`src/rtl/uart_pkg.sv`:
```
// Shared types and constants for the 16x-oversampling UART receiver:
// FSM state encoding, sample-point positions and the tick divisor helper.
package uart_pkg;

  typedef enum logic [2:0] {
    ST_IDLE,
    ST_START,
    ST_DATA,
    ST_PARITY,
    ST_STOP,
    ST_BREAK
  } state_e;

  localparam int unsigned OVERSAMPLE = 16;

  // Positions within a bit (sample counter values) used for voting and bit end.
  localparam logic [3:0] S_VOTE_A = 4'd7;
  localparam logic [3:0] S_VOTE_B = 4'd8;
  localparam logic [3:0] S_VOTE_C = 4'd9;
  localparam logic [3:0] S_END    = 4'd15;

  function automatic int unsigned calc_div(input int unsigned clock_freq,
                                           input int unsigned baud_rate,
                                           input int unsigned oversample);
    return clock_freq / (baud_rate * oversample);
  endfunction

endpackage

```
`src/rtl/uart_os_tick_gen.sv`:
```
// Oversampling tick divider: one-clock tick every DIV clocks, with a
// synchronous restart so the sample phase can be aligned to a start edge.
module uart_os_tick_gen #(
  parameter int unsigned DIV = 325
) (
  input  logic clk,
  input  logic reset_n,
  input  logic restart,
  output logic tick
);

  localparam int unsigned CNT_W = (DIV > 1) ? $clog2(DIV) : 1;
  localparam logic [CNT_W-1:0] LAST = CNT_W'(DIV - 1);

  logic [CNT_W-1:0] cnt_q, cnt_d;

  always_comb begin
    tick = (cnt_q == LAST);
    if (restart || tick) cnt_d = '0;
    else                 cnt_d = cnt_q + 1'b1;
  end

  // NOTE: sequential state uses non-blocking assignments so every flop samples pre-edge values.
  always_ff @(posedge clk or negedge reset_n) begin
    if (!reset_n) cnt_q <= '0;
    else          cnt_q <= cnt_d;
  end

endmodule

```
`src/rtl/uart_rx_os.sv`:
```
// 16x-oversampling UART receiver: synchronises rx, validates the start bit,
// majority-votes each bit and holds the byte in a valid/ready register.
module uart_rx_os
  import uart_pkg::*;
#(
  parameter int unsigned CLOCK_FREQ = 50_000_000,
  parameter int unsigned BAUD_RATE  = 9600,
  parameter int unsigned OVERSAMPLE = uart_pkg::OVERSAMPLE,
  parameter int unsigned DATA_BITS  = 8,
  parameter int unsigned PARITY_EN  = 0,
  parameter int unsigned PARITY_ODD = 0
) (
  input  logic                 clk,
  input  logic                 reset_n,
  input  logic                 rx,
  input  logic                 rx_ready,
  output logic [DATA_BITS-1:0] data_out,
  output logic                 rx_valid,
  output logic                 frame_err,
  output logic                 parity_err,
  output logic                 overrun_err,
  output logic                 busy
);

  localparam int unsigned DIV      = calc_div(CLOCK_FREQ, BAUD_RATE, OVERSAMPLE);
  localparam logic [2:0]  LAST_BIT = 3'(DATA_BITS - 1);
  localparam logic        PAR_ODD  = (PARITY_ODD != 0);

  state_e               state_q, state_d;
  logic [2:0]           sync_q, sync_d;   // [0],[1] synchroniser, [2] previous rx_s
  logic [3:0]           s_q, s_d;
  logic [2:0]           bit_q, bit_d;
  logic [1:0]           samp_q, samp_d;
  logic [DATA_BITS-1:0] shreg_q, shreg_d;
  logic                 perr_q, perr_d;
  logic [DATA_BITS-1:0] data_q, data_d;
  logic                 valid_q, valid_d;
  logic                 ferr_q, ferr_d;
  logic                 parerr_q, parerr_d;
  logic                 ovr_q, ovr_d;

  logic rx_s, rx_prev, tick, restart, vote, complete, load;

  uart_os_tick_gen #(.DIV(DIV)) u_tick (
    .clk     (clk),
    .reset_n (reset_n),
    .restart (restart),
    .tick    (tick)
  );

  always_comb begin
    // NOTE: every combinational output gets a default first so no path infers a latch.
    sync_d   = {sync_q[1:0], rx};
    state_d  = state_q;
    s_d      = s_q;
    bit_d    = bit_q;
    samp_d   = samp_q;
    shreg_d  = shreg_q;
    perr_d   = perr_q;
    data_d   = data_q;
    valid_d  = valid_q;
    ferr_d   = ferr_q;
    parerr_d = parerr_q;
    ovr_d    = 1'b0;
    restart  = 1'b0;
    complete = 1'b0;

    rx_s    = sync_q[1];
    rx_prev = sync_q[2];
    vote    = (samp_q[1] & samp_q[0]) | (samp_q[1] & rx_s) | (samp_q[0] & rx_s);

    if (state_q != ST_IDLE && tick) begin
      s_d = s_q + 4'd1;
      if (s_q == S_VOTE_A) samp_d[0] = rx_s;
      if (s_q == S_VOTE_B) samp_d[1] = rx_s;
    end

    case (state_q)
      ST_IDLE: begin
        if (rx_prev && !rx_s) begin
          state_d = ST_START;
          s_d     = '0;
          bit_d   = '0;
          perr_d  = 1'b0;
          restart = 1'b1;
        end
      end
      ST_START: begin
        if (tick && s_q == S_VOTE_C && vote) state_d = ST_IDLE;  // glitch, not a start bit
        else if (tick && s_q == S_END)       state_d = ST_DATA;
      end
      ST_DATA: begin
        if (tick && s_q == S_VOTE_C) shreg_d = {vote, shreg_q[DATA_BITS-1:1]};
        if (tick && s_q == S_END) begin
          if (bit_q == LAST_BIT) state_d = (PARITY_EN != 0) ? ST_PARITY : ST_STOP;
          else                   bit_d   = bit_q + 3'd1;
        end
      end
      ST_PARITY: begin
        if (tick && s_q == S_VOTE_C) perr_d = vote ^ (^shreg_q) ^ PAR_ODD;
        if (tick && s_q == S_END)    state_d = ST_STOP;
      end
      ST_STOP: begin
        // Leave half a bit early so the next start edge is never missed.
        if (tick && s_q == S_VOTE_C) begin
          complete = 1'b1;
          state_d  = vote ? ST_IDLE : ST_BREAK;
        end
      end
      ST_BREAK: begin
        if (rx_s) state_d = ST_IDLE;
      end
      default: state_d = ST_IDLE;
    endcase

    load = complete && (!valid_q || rx_ready);
    if (load) begin
      data_d   = shreg_q;
      ferr_d   = ~vote;
      parerr_d = (PARITY_EN != 0) && perr_q;
      valid_d  = 1'b1;
    end else if (valid_q && rx_ready) begin
      valid_d  = 1'b0;
    end
    ovr_d = complete && valid_q && !rx_ready;
  end

  always_ff @(posedge clk or negedge reset_n) begin
    if (!reset_n) begin
      state_q  <= ST_IDLE;
      sync_q   <= 3'b111;  // line idles high, so no false edge leaves reset
      s_q      <= '0;
      bit_q    <= '0;
      samp_q   <= '0;
      shreg_q  <= '0;
      perr_q   <= 1'b0;
      data_q   <= '0;
      valid_q  <= 1'b0;
      ferr_q   <= 1'b0;
      parerr_q <= 1'b0;
      ovr_q    <= 1'b0;
    end else begin
      state_q  <= state_d;
      sync_q   <= sync_d;
      s_q      <= s_d;
      bit_q    <= bit_d;
      samp_q   <= samp_d;
      shreg_q  <= shreg_d;
      perr_q   <= perr_d;
      data_q   <= data_d;
      valid_q  <= valid_d;
      ferr_q   <= ferr_d;
      parerr_q <= parerr_d;
      ovr_q    <= ovr_d;
    end
  end

  assign data_out    = data_q;
  assign rx_valid    = valid_q;
  assign frame_err   = ferr_q;
  assign parity_err  = parerr_q;
  assign overrun_err = ovr_q;
  assign busy        = (state_q != ST_IDLE);

endmodule
```
`config.mk`:
```
export PLATFORM = sky130hd
export DESIGN_NAME = uart_rx_os
export DESIGN_NICKNAME = d
export VERILOG_FILES = /design/src/rtl/uart_pkg.sv /design/src/rtl/uart_os_tick_gen.sv /design/src/rtl/uart_rx_os.sv
export SDC_FILE = /design/constraint.sdc
export NUM_CORES = 1
export LEC_CHECK = 0
export BUFFER_PORTS_ARGS = -buffer_cell sky130_fd_sc_hd__clkbuf_2
export CAP_MARGIN = 20
export CORE_MARGIN = 1
export CORE_UTILIZATION = 52
export CTS_BUF_LIST = sky130_fd_sc_hd__clkbuf_4 sky130_fd_sc_hd__clkbuf_8
export CTS_CLUSTER_SIZE = 12
export DETAILED_ROUTE_END_ITERATION = 12
export GPL_TIMING_DRIVEN = 0
export PLACE_DENSITY = 0.71
export SYNTH_ARGS = -nofsm -noshare
export SYNTH_HDL_FRONTEND = slang
export SYNTH_SLANG_ARGS = --single-unit
```
`constraint.sdc`:
```
create_clock -name clk -period 2.3 [get_ports clk]
set_input_delay 0 -clock clk [delete_from_list [all_inputs] [get_ports clk]]
set_output_delay 0 -clock clk [all_outputs]
set_load 0.005 [all_outputs]
```
After elaboration in Yosys (flattened, before gate mapping)
Index checks and enable logic that the tools add are counted.
{ "totals": {"ff_bits": 43, "ramBits": 0, "output_inout_bits": 13, "latchBits": 0, "memories": 0, "rom_bits": 0} }
{ "op_classes": {"reduce_logical": 23, "add_sub_neg": 3, "shifts": 0, "n_lt_le_gt_ge": 0, "n_mul": 0, "n_eq_ne": 19, "n_bitwise": 6, "n_mux": 24, "div": 0} }
{ "op_table": {"columns": ["operator", "n"], "rows": [
  ["$mux W3", 12],
  ["$pmux W3 S6", 1],
  ["$ne A2 B2 Y1 const B", 7],
  ["$eq A4 B4 Y1 const B", 3],
  ["$mux W4", 3],
  ["$add A9 B1 Y9 const B", 1],
  ["$eq A3 B3 Y1 const B", 3],
  ["$eq A9 B9 Y1 const B", 1],
  ["$logic_and A1 B1 Y1", 9],
  ["$mux W9", 1],
  ["$reduce_and A7 Y1", 1],
  ["$eq A3 B2 Y1 const B", 2],
  ["$mux W1", 6],
  ["$pmux W3 S2", 1],
  ["$reduce_and A2 Y1", 3],
  ["$add A4 B1 Y4 const B", 1],
  ["$eq A4 B3 Y1 const B", 1],
  ["$reduce_and A4 Y1", 1],
  ["$reduce_bool A2 Y1", 2],
  ["$add A3 B1 Y3 const B", 1],
  ["$and A1 B1 Y1", 3],
  ["$eq A3 B1 Y1 const B", 1],
  ["$logic_not A1 Y1", 3],
  ["$logic_not A3 Y1", 1],
  ["other kinds (5)", 7]
]} }

Depth between registers and ports, before layout
{ "depth": {"word_depth": 6, "ltp_mapped": 7, "depth_no_buf": 7} }

Cells and area by module
A second synthesis with hierarchy kept.
{ "hier_totals": {"cells_unflattened": 177, "area_unflattened_um2": 2067.0} }
{ "modules_own_cells": {"columns": ["module", "cells_each", "area_each_um2", "seq_area_each_um2", "instances"], "rows": [
  ["uart_rx_os", 130, 1594.0, 854.6, 1],
  ["uart_os_tick_gen", 47, 473.0, 225.2, 1]
]} }

Worst setup path after synthesis
No wires, ideal clock.
{ "synth_path": {"kind": "reg2reg", "startpoint": "register u_tick.cnt_q[0]", "endpoint": "register samp_q[0]", "arrival_ns": 1.719, "required_time_ns": 2.172, "setup_time_ns": 0.128, "slack_ns": 0.454, "path_stages_with_launch": 8, "path_cell_list": "dfrtp_1 > inv_1 > ha_1 > nand4b_1 > nor2_8 > nand2_2 > nor3_2 > mux2_1"} }
{ "synth_via": {"elab_chain_len": 3} }
{ "synth_lines": {"columns": ["item", "line_no", "text"], "rows": [
  ["start: declaration", "uart_os_tick_gen.sv:15", "logic [CNT_W-1:0] cnt_q, cnt_d;"],
  ["start signal: assignment", "uart_os_tick_gen.sv:26", "else cnt_q <= cnt_d;"],
  ["$eq A9 B9 Y1", "uart_os_tick_gen.sv:18", "tick = (cnt_q == LAST);"],
  ["$logic_and A1 B1 Y1", "uart_rx_os.sv:72", "if (state_q != ST_IDLE && tick) begin"],
  ["$reduce_and A2 Y1 (no line)", null, null],
  ["end signal: assignment", "uart_rx_os.sv:147", "samp_q <= samp_d;"],
  ["end: declaration", "uart_rx_os.sv:33", "logic [1:0] samp_q, samp_d;"]
]} }
Every way passes these cells.
A chain may end at the register's enable or synchronous reset.

Final worst setup path
{ "layout_path": {"startpoint": "register u_tick.cnt_q[0]", "endpoint": "register shreg_q[2]"} }
{ "layout_via": {"elab_chain_len": 3} }
{ "layout_lines": {"columns": ["item", "line_no", "text"], "rows": [
  ["$eq A9 B9 Y1", "uart_os_tick_gen.sv:18", null],
  ["$logic_and A1 B1 Y1", "uart_rx_os.sv:93", "if (tick && s_q == S_VOTE_C) shreg_d = {vote, shreg_q[DATA_BITS-1:1]};"],
  ["$reduce_and A2 Y1 (no line)", null, null],
  ["end signal: assignment", "uart_rx_os.sv:148", "shreg_q <= shreg_d;"],
  ["end: declaration", "uart_rx_os.sv:34", "logic [DATA_BITS-1:0] shreg_q, shreg_d;"]
]} }
Every way passes these cells.

==> summary.md <==
| Metric | Value |
|---|---|
| Status | `finished, final reports clean` |
| Area delta synth->final | `13.3%` |
| Via Count | `~1400` |
| Vias per cell | `5.53` |
| Sequential power share | `48.0%` |
| Syn_nets | `195` |
| Setup_tns | `0 ps` |
| Layout cells sized above 1 | `23.3%` |
| Mapped cell area | `2120 µm²` |
| Clock Sinks | `43` |
| CTS Root Cell | `clkbuf_8` |
| Startpoint types | `register` |
| Synth async-reset ratio | `100%` |
| Worst Path Required | `2480 ps` |
| Antenna Nets Post-Route | `0` |
| DRC viols | `0` |
| RSZ-0062 raised after global routing | `no` |
| Switching share of power | `about a third` |
| Post-place setup slack | `317 ps` |
| Clock share of power | `26.0%` |
| Largest net degree at the start of global routing | `44` |
| Gp weighted congestion | `0.795` |
| Slowest cell on the critical path | `dfrtp_1` |
| Multiplexer share of the synthesized area | `12.0%` |
| Core ar. | `3800 µm²` |
| Detailed Routing Iterations Pass 1 | `4` |
| Port buffer count | `15` |
| Total Wirelength | `3740 µm` |
| Slew @ Worst Pin | `568 ps` |
| Final Hold Vio Count | `0` |
| Die H | `65.9 µm` |
| Die width | `approximately 66 µm` |
| Clk Latency, worst-skew pair | `roughly 300 ps` |
| YS warnings | `0` |
| GRT Util Overall | `20.5%` |
| CP delay by family, top | `simple AND/OR/NAND/NOR gates` |
| Pleak | `1.19 nW` |
| First-pass GRT wire length | `6620 µm` |
| Maxcap violations | `0` |
| Worst EP arrival | `approximately 2200 ps` |
| Synth top area cells | `dfrtp_1, mux2_1, mux2_4, ha_1, dfstp_2` |
| Die ar. | `around 4300 µm²` |
| Slowest cell delay on critical path | `440 ps` |
| Design Area, Final | `roughly 2400 µm²` |
| CTS Hold Buffers Added | `2` |
| Hold WS | `82.0 ps` |
| Initial core utilization | `55.9%` |
| Library cells used by synthesis | `46` |
| CP Capture Type | `register` |
| Routed len/inst | `14.5 µm` |
| Dominant synthesized flop cell | `dfrtp_1` |
| Avg Cell Area, Syn | `11.5 µm²` |
| Post-layout util | `between 60% and 70%` |
| Dpl cells | `approximately 250` |
| Post-CTS setup buffer count | `0` |
| Critical path class | `register to register` |
| Slew HR | `62.1%` |
| CP bufs+invs | `2` |
| Clk buf depth | `2` |
| Finished Layout Cells | `258` |
| Post-synth top area cell | `dfrtp_1` |
| Cells along the critical path | `inv_1 > ha_1 > and4b_1 > and3_1 > inv_2 > nor2_4 > mux2_1` |
| Clock Skews | `10.0 ps` |
| Final Max Slew Viols | `0` |
| N_diodes | `0` |
| Largest family of logic cells by synthesized area | `simple AND/OR/NAND/NOR gates` |
| Layout Nets | `220` |
| Top-area cell type share of the netlist area | `between 40% and 50%` |
| Initial antenna violation count | `0` |
| Hold WC Path Type | `input port to register` |
| Tcrit/Tclk final | `between 80% and 90%` |
| Max VDD drop | `0.000469 V` |
| Yosys reg bits | `43` |
| Vias in the first global route | `about 1500` |
| I/O pins | `17` |
| Worst setup margin | `288 ps` |
| NetSw | `roughly 0.63 mW` |
| TritonCTS clock tree | `done` |
| Synth Area in Adders | `4.59%` |
| Endpoints failing setup | `0` |
| Max Freq | `0.497 GHz` |
| Complex-gate fraction of the synthesized area | `approximately 6.8%` |
| CP max FO | `8` |
| Combinational Power Share | `about a quarter` |
| Clk pin slew, worst setup/hold paths | `around 80 ps` |
| Minimum clock period | `between 2000 and 2500 ps` |
| Register area share after synthesis | `50.8%` |
| H-tree Lvls | `2` |
| P_int | `~1.3 mW` |
| Pwr/cell area | `800 nW/µm²` |
| Synth Area in XOR/XNOR | `3.71%` |
| PostCTS Resize Cnt | `0` |
| Post-synth EDFFs | `0` |
| HPWL Detailed | `approximately 2700 µm` |
| Cts bufs inserted | `5` |
| Post-synthesis simple-gate area fraction | `19.7%` |
| Placed cell area | `2260 µm²` |
| Drt initial violations | `62` |
| Total grt overflow | `0` |
| Power Total | `1.92 mW` |
| Synth Instances | `approximately 180` |
| FP Rows | `22` |
## cell type report
class                      instances  area, µm²
buffer                             4       18.8
clock buffer                       6       82.6
clock inverter                     2       16.3
fill                             305       1390
inverter                           8       30.0
multi-input combinational        129        996
sequential                        43       1080
tap                               48       60.1
timing repair buffer              18        123
## registers in the layout (all words and copies together), names as in the netlist
register      count
s_q               4
samp_q            2
data_out          8
shreg_q           8
u_tick.cnt_q      9
sync_q            3
bit_q             3
state_q           3
frame_err         1
overrun_err       1
rx_valid          1
## Yosys cell counts (2+ instances only)
cell and count:
a21oi_1 7, a22oi_1 2, and3_1 4, clkbuf_1 3, dfrtp_1 40, dfstp_2 3
ha_1 7, inv_1 6, inv_2 2, mux2_1 11, mux2_4 8, nand2_1 13
nand2b_1 4, nand3_1 6, nand4_1 4, nand4b_1 3, nor2_1 16, nor2b_1 2
nor3_2 2, o21ai_0 2, o21ai_1 7, xor2_1 8
## power by group through the flow
| stage | Clock (mW) | Combinational, mW | Sequential, mW |
|---|---|---|---|
| detailed placement | 0 | 0.492 | 0.937 |
| finish | 0.499 | 0.500 | 0.924 |
| global placement | 0 | 0.476 | 0.934 |
| CTS | 0.512 | 0.496 | 0.924 |
| global route | 0.548 | 0.577 | 0.941 |
| floorplan | 0 | 0.394 | 0.915 |
## path summary, 6_finish.rpt
| path | startpoint | to | slack (ps) | depth (start not counted) |
|---|---|---|---|---|
| max | u_tick.cnt_q[0] | shreg_q[2] | 290 | 7 |
| min | rx_ready | overrun_err | 80 | 3 |
| max reg2reg | u_tick.cnt_q[0] | shreg_q[2] | 290 | 7 |
| min reg2reg | sync_q[0] | sync_q[1] | 360 | 0 |
| max in group asynchronous | reset_n | bit_q[1] | 1570 | 3 |
| min in group asynchronous | reset_n | data_out[2] | 220 | 2 |
## worst min-delay path, cell delays in order
cell	delay (ps)
clkbuf_2	70
nand2b_1	190
nor2_1	60
## cells in the final DEF, fill, tap and decap left out, drive strengths merged, types with 3 or more instances in the layout
master,count
nand2b,4
o21ai,10
a21oi,7
nand4,4
nand4b,3
dfstp,3
dfrtp,40
xor2,8
mux2,19
nand2,14
nor2,18
nor3,4
clkbuf,24
inv,8
ha,7
and3,4
nand3,7
## cell families (layout without fill, tap and decap cells)
| group | after synthesis | after routing |
|---|---|---|
| buf+inv | 12 | 38 |
| fa+ha+maj | 8 | 8 |
| mux | 20 | 20 |
| flops | 43 | 43 |
| simple gates | 67 | 67 |
| compound gates | 24 | 24 |
| xor+xnor | 9 | 9 |
| other cells | 1 | 1 |
## per-layer routing
layer  global-route usage [%]  vias to the layer above  part of all wire (%)
li1                         -                      696                     -
met1                     24.5                      690                    45
met2                     35.2                       33                    50
met3                     5.34                        8                   3.6
met4                     7.34                        0                   1.4
met5                        0                        -                     0
No activity file was read; power rests on OpenSTA's default activity.
